===== config.mk =====
export PLATFORM = sky130hd
export DESIGN_NAME = autosa_csc_csb2reg
export DESIGN_NICKNAME = d
export VERILOG_FILES = /design/src/rtl/autosa_csc_csb2reg.sv
export SDC_FILE = /design/constraint.sdc
export NUM_CORES = 1
export LEC_CHECK = 0
export BUFFER_PORTS_ARGS = -buffer_cell sky130_fd_sc_hd__buf_2
export CAP_MARGIN = 10
export CORE_MARGIN = 4
export CORE_UTILIZATION = 44
export CTS_CLUSTER_SIZE = 24
export DETAILED_ROUTE_END_ITERATION = 7
export GPL_ROUTABILITY_DRIVEN = 0
export PLACE_DENSITY = 0.81
export SLEW_MARGIN = 20
export SYNTH_ARGS = -nofsm -noshare
export SYNTH_HDL_FRONTEND = slang
export SYNTH_SLANG_ARGS = --single-unit

===== constraint.sdc =====
create_clock -name autosa_core_clk -period 2 [get_ports autosa_core_clk]
set_clock_uncertainty 0.15 [all_clocks]
set_input_delay 0.1 -clock autosa_core_clk [delete_from_list [all_inputs] [get_ports autosa_core_clk]]
set_output_delay 0.1 -clock autosa_core_clk [all_outputs]
set_load 0.01 [all_outputs]

===== src/rtl/autosa_csc_csb2reg.sv =====
// autosa_csc_csb2reg
// ------------------
// CSB-side initiator for the CSC register file. It accepts one configuration
// bus request at a time, decodes the unit base and register offset, then
// drives the shared register interface that feeds the single register group
// and the two ping-pong dual groups. Read data and non-posted write acks
// return on a valid/ready response channel.
//
// Ports
//   autosa_core_clk, autosa_core_rstn      clock, async active-low reset
//   req_pvld / req_prdy                    request handshake (ready only in IDLE)
//   req_addr[21:0]                         word address, byte addr = {req_addr, 2'b00}
//   req_wdat[31:0], req_write, req_nposted write data, direction, ack request
//   resp_valid / resp_ready                response handshake
//   resp_rdat[31:0], resp_is_wr, resp_error response payload
//   producer                               dual-group pointer (0 -> d0, 1 -> d1)
//   reg_offset[11:0], reg_wr_data[31:0]    shared register interface
//   s/d0/d1_reg_wr_en                      per-group one-cycle write strobes
//   s/d0/d1_reg_rd_data[31:0]              per-group read data (combinational)
//
// Accept in cycle N: ACCESS in N+1 (write strobe or read sample), RESP from
// N+2 for reads and non-posted writes; posted writes return to IDLE at N+2.

module autosa_csc_csb2reg #(
  parameter logic [11:0] UNIT_BASE    = 12'h006,
  parameter logic [11:0] SINGLE_LIMIT = 12'h008,
  parameter logic [11:0] DUAL_LIMIT   = 12'h100
) (
  input  logic        autosa_core_clk,
  input  logic        autosa_core_rstn,
  input  logic        req_pvld,
  output logic        req_prdy,
  input  logic [21:0] req_addr,
  input  logic [31:0] req_wdat,
  input  logic        req_write,
  input  logic        req_nposted,
  output logic        resp_valid,
  input  logic        resp_ready,
  output logic [31:0] resp_rdat,
  output logic        resp_is_wr,
  output logic        resp_error,
  input  logic        producer,
  output logic [11:0] reg_offset,
  output logic [31:0] reg_wr_data,
  output logic        s_reg_wr_en,
  output logic        d0_reg_wr_en,
  output logic        d1_reg_wr_en,
  input  logic [31:0] s_reg_rd_data,
  input  logic [31:0] d0_reg_rd_data,
  input  logic [31:0] d1_reg_rd_data
);

  typedef enum logic [1:0] {
    IDLE   = 2'd0,
    ACCESS = 2'd1,
    RESP   = 2'd2
  } state_e;

  state_e state;

  // Request attributes captured at accept time; the in-flight access uses
  // only these, so later changes on req_* or producer cannot disturb it.
  logic write_q;
  logic nposted_q;
  logic sel_q;
  logic hit_q;

  // Decode of the request currently offered on the bus.
  logic [23:0] req_byte_addr;
  logic [11:0] req_offset;
  logic        req_hit;
  logic        req_single;
  logic        accept;

  assign req_byte_addr = {req_addr, 2'b00};
  assign req_offset    = req_byte_addr[11:0];
  assign req_hit       = (req_byte_addr[23:12] == UNIT_BASE) && (req_offset < DUAL_LIMIT);
  assign req_single    = (req_offset < SINGLE_LIMIT);
  assign accept        = req_pvld && req_prdy;

  // Read-data select for the latched access. A miss reads as zero.
  logic [31:0] rd_mux;

  // NOTE: every variable written in always_comb gets a default first, so no
  // path leaves it unassigned and no latch is inferred.
  always_comb begin
    rd_mux = '0;
    if (hit_q) begin
      if (reg_offset < SINGLE_LIMIT) rd_mux = s_reg_rd_data;
      else if (sel_q)                rd_mux = d1_reg_rd_data;
      else                           rd_mux = d0_reg_rd_data;
    end
  end

  // NOTE: sequential state uses non-blocking assignments only; a later
  // assignment in the same clock simply overrides an earlier default.
  always_ff @(posedge autosa_core_clk or negedge autosa_core_rstn) begin
    if (!autosa_core_rstn) begin
      state        <= IDLE;
      req_prdy     <= 1'b0;
      resp_valid   <= 1'b0;
      resp_rdat    <= '0;
      resp_is_wr   <= 1'b0;
      resp_error   <= 1'b0;
      reg_offset   <= '0;
      reg_wr_data  <= '0;
      s_reg_wr_en  <= 1'b0;
      d0_reg_wr_en <= 1'b0;
      d1_reg_wr_en <= 1'b0;
      write_q      <= 1'b0;
      nposted_q    <= 1'b0;
      sel_q        <= 1'b0;
      hit_q        <= 1'b0;
    end else begin
      // Write strobes are single-cycle pulses: cleared unless set below.
      s_reg_wr_en  <= 1'b0;
      d0_reg_wr_en <= 1'b0;
      d1_reg_wr_en <= 1'b0;

      case (state)
        IDLE: begin
          req_prdy <= 1'b1;
          if (accept) begin
            reg_offset   <= req_offset;
            reg_wr_data  <= req_wdat;
            write_q      <= req_write;
            nposted_q    <= req_nposted;
            sel_q        <= producer;
            hit_q        <= req_hit;
            // Strobe is registered here so it is high exactly during ACCESS.
            s_reg_wr_en  <= req_write && req_hit && req_single;
            d0_reg_wr_en <= req_write && req_hit && !req_single && !producer;
            d1_reg_wr_en <= req_write && req_hit && !req_single && producer;
            req_prdy     <= 1'b0;
            state        <= ACCESS;
          end
        end

        ACCESS: begin
          if (!write_q || nposted_q) begin
            resp_valid <= 1'b1;
            resp_is_wr <= write_q;
            resp_error <= !hit_q;
            resp_rdat  <= write_q ? 32'h0 : rd_mux;
            state      <= RESP;
          end else begin
            // Posted write: no response, even on a decode miss.
            req_prdy <= 1'b1;
            state    <= IDLE;
          end
        end

        RESP: begin
          if (resp_ready) begin
            resp_valid <= 1'b0;
            req_prdy   <= 1'b1;
            state      <= IDLE;
          end
        end

        default: begin
          req_prdy   <= 1'b0;
          resp_valid <= 1'b0;
          state      <= IDLE;
        end
      endcase
    end
  end

endmodule


# == After elaboration in Yosys (flattened, before gate mapping) ==
# Index checks and enable logic that the tools add are counted.
# word_totals
output_inout_bits,83
reg_bits,87
# classes
n_lt_le_gt_ge,3
mux,21
n_reduce_logical,18
n_bitwise,1
eq_ne,7
# op_table
operator,n
$mux W32,4
$lt A12 B4 Y1 const B,2
$eq A12 B3 Y1 const B,1
$lt A12 B9 Y1 const B,1
$mux W1,11
$ne A2 B2 Y1 const B,4
$reduce_and A2 Y1,4
$logic_and A1 B1 Y1,7
$mux W2,3
$pmux W1 S3,2
$pmux W2 S3,1
$logic_not A1 Y1,4
$reduce_and A3 Y1,1
$eq A2 B1 Y1 const B,1
$eq A2 B2 Y1 const B,1
$logic_not A2 Y1,1
$logic_or A1 B1 Y1,1
$not A1 Y1,1

# == Longest topological paths before layout ==
# logic_depth
ltp_word,7
depth_mapped,7
mapped_depth_nobuf,6

# == Worst setup path after synthesis ==
# Ideal clock, no wire load.
# synth_timing
path_type,reg-to-reg
start,reg state[0]
end,reg nposted_q
setup_ps,125
stages_incl_launch_ff,7
t_required_ps,1725
setup_slack_ps,265
arrival_ps,1460
synth_period_minus_slack_ps,1735
cell_sequence,dfrtp_1 > inv_1 > ha_1 > nand3_1 > buf_2 > buf_6 > mux2_2
# synth_between
elab_chain_len,2
# synth_lines
item,line_no,text
"start, declared",59,state_e state;
"start signal, assigned",99,state <= IDLE;
"start signal, assigned",135,state <= ACCESS;
"start signal, assigned",145,state <= RESP;
$logic_not A2 Y1,120,case (state)
$reduce_and A2 Y1 (no line),n/a,
"end signal, assigned",127,nposted_q <= req_nposted;
"end, declared",64,logic nposted_q;
# No other way between the ends.
# A chain may end at the register's enable or synchronous reset.

# == Final worst setup path ==
# layout_timing
start,reg state[0]
end,reg reg_offset[5]
# layout_between
elab_chain_len,2
# layout_lines
item,line_no,text
$logic_not A2 Y1,120,
$reduce_and A2 Y1 (no line),n/a,
"end signal, assigned",124,reg_offset <= req_offset;
"end, declared",43,"output logic [11:0] reg_offset,"
# No other way between the ends.

==> flow_summary.toml <==
[placement]
port_buffers = 237
placed_cell_area_um2 = 5390
hpwlAfterDp_um = 8960

[power_and_ir_drop]
power.share.combinational_pct = 42.4
fin_total_pwr_mw = 6.73
switching_power_mw = 2.38
power_density_nw_per_um2 = 1050
power_frac_seq_pct = 39.3
power.share.clock_pct = 18.3
p_leak_nw = 3.24
p_sw_share_pct = 35.4
ir_worst_vdd_uv = 895
p_int_mw = 4.35

[global_route]
grt_max_degree = 65
antenna_found_initial = 0
grt-ovfl-total = 0
grt_pass1_vias = 4459
grt_usage_pct = 25.6
grt_pass1_wl_um = 22500

[clocking]
clk_path_buf_depth = 2
cts_sinks = 87
cts_resized = 0
cts_root_buffer = "clkbuf_8"
h-tree-depth = 3
clk_latency_ns = 0.35
cts_tree = "done"
post_cts_buffers = 0
cts_hold_buf = 83
cts_buffers = 9
clk_pin_slew_ns = 0.09

[timing]
slew_headroom_pct = 58.4
rsz0062_at_grt = "no"
period_needed_ns = 1.87
final_max_slew_viol_count = 0
worst_pin_slew_ns = 0.624
tns_ns = 0
finalSetupViolCount = 0
fmax_mhz = 533
period_share_pct = 93.7
finalHoldViolCount = 0

[route]
vias_per_cell = 5.15
drtPass1Iterations = 4
wirelength_um = 13700
vias = 4078
wl_per_cell_um = 17.3
drt-initial-drc-count = 163
drc = 0
drtAntennaViolNets = 0

[layout]
final_area_um2 = 6410
fin_nets = 840
layout-drive-gt1-share_pct = 45.3
nFillCells = 618
syn2layout_area_growth_pct = 57.8
mostFrequentLayoutCells = "buf_2, dfrtp_1, dlygate4sd3_1"
final_common_cell = "buf_2"
n_antenna_cell = 0

[worst_hold_path]
hold_class = "input port to flop"

[floorplanning]
core_area_um2 = 8850
rows = 34
die_area_um2 = 10800
die_w_um = 104
die_height_um = 104
ios = 240
start_util_pct = 45.9

[setup_path]
worst-setup-path-type = "flop to flop"
crit_path_max_fanout = 22
worst_setup_path_end_kind = "flop"
required_ns = 2.08
arrival_ns = 1.96
cp-start-kind = "flop"

[synth]
synth_cell_type_count = 32
synth-seq-cells = 87
syn_area_per_cell_um2 = 11.3
yosysWarnings = 0
syn_area_um2 = 4070
syn_inst = 361
synth_seq_area_share_pct = 53.6

[job]
cap_violations = 0

[outcome]
outcome = "complete, no violations"
==> stage by stage <==
| step | setup slack (ns) | cells | hold WS [ns] | util [%] |
|---|---|---|---|---|
| floorplan | 0.265 | 362 | -0.346 | - |
| global placement | 0.259 | 693 | -0.0992 | 60.9 |
| detailed placement | 0.185 | 693 | -0.102 | 60.9 |
| CTS | 0.162 | 792 | 0.00216 | 72.5 |
| global route | 0.0296 | 792 | 0.0164 | 72.5 |
| finish | 0.125 | 792 | 0.00987 | 72.5 |
==> registers in the layout, indices dropped and copies added, names as in the netlist, 2 cells and up <==
| register | count |
|---|---|
| reg_offset | 10 |
| reg_wr_data | 32 |
| resp_rdat | 32 |
| state | 2 |
==> Yosys cell counts <==
cell type | n | area [um^2]
nand3_1 | 1 | 5.00
a21oi_1 | 4 | 20.0
inv_1 | 3 | 11.3
nand4_1 | 2 | 12.5
o31ai_1 | 2 | 15.0
and2_1 | 24 | 150
nand3_2 | 1 | 10.0
o41ai_1 | 1 | 8.76
nor4b_1 | 1 | 8.76
nor4bb_1 | 1 | 10.0
nor4_1 | 5 | 31.3
clkbuf_1 | 7 | 26.3
o21ai_0 | 41 | 205
o21ai_1 | 29 | 145
nor2_1 | 2 | 7.51
dfrtp_1 | 87 | 2180
nor4_2 | 1 | 12.5
or4_1 | 1 | 7.51
nor2b_1 | 1 | 6.26
nor3_1 | 1 | 5.00
and3_1 | 1 | 6.26
buf_6 | 3 | 33.8
and2_0 | 8 | 50.1
buf_2 | 8 | 40.0
o21a_1 | 2 | 15.0
ha_1 | 4 | 50.1
conb_1 | 1 | 3.75
nand2_1 | 38 | 143
mux2_2 | 44 | 495
buf_4 | 3 | 22.5
clkbuf_2 | 2 | 10.0
mux2i_1 | 32 | 320
==> path summary, 6_finish.rpt <==
kind                       slack (ns)  cells past startpoint              from             to
max reg2reg                      0.13                      5          state[0]  reg_offset[5]
min reg2reg                      0.33                      2           write_q        write_q
max in group asynchronous        1.06                      3  autosa_core_rstn          sel_q
min in group asynchronous        0.05                      2  autosa_core_rstn   resp_rdat[6]
max                              0.13                      5          state[0]  reg_offset[5]
min                              0.01                      4      req_addr[21]    s_reg_wr_en
==> area by class of cell <==
cell class / instances / area [um^2] / area share, %
Inverter: 3 / 11.3 / 0.176
Sequential cell: 87 / 2180 / 34.0
Timing Repair Buffer: 329 / 2140 / 33.3
Tap cell: 108 / 135 / 2.11
Clock buffer: 10 / 128 / 1.99
Multi-Input combinational cell: 249 / 1760 / 27.4
Clock inverter: 6 / 67.6 / 1.05
==> metal layers <==
metal / global-route usage [%] / part of all wire (%) / vias up
met5: 0 / 0 / -
met2: 47.4 / 54 / 207
met4: 8.45 / 2.9 / 0
met3: 8.26 / 7.9 / 38
li1: - / - / 1894
met1: 27.3 / 36 / 1939
==> power groups by stage <==
stage | Combinational [mW] | Clock, mW | Sequential, mW
after global placement | 2.60 | 0 | 2.61
final | 2.85 | 1.23 | 2.65
after detailed placement | 2.70 | 0 | 2.65
after floorplan | 1.47 | 0 | 2.82
after global routing | 3.09 | 1.35 | 2.71
after CTS | 2.83 | 1.25 | 2.62
==> critical path, stage by stage (launching register included) <==
cell,delay [ns]
dfrtp_1,0.40
inv_1,0.09
ha_1,0.30
nand3_2,0.13
buf_4,0.29
mux2_2,0.39
==> logic make-up after synthesis <==
group / count (synthesis) / share of synthesized area [%]
flip-flops: 87 / 53.6
other: 1 / 0.0922
adder cells (fa/ha/maj): 4 / 1.23
AND/OR/NAND/NOR: 88 / 11.4
multiplexers: 76 / 20.1
buffers and inverters: 26 / 3.54
AO/OA/AOI/OAI: 79 / 10.1
Note: power is estimated with default switching activity, not from simulation.
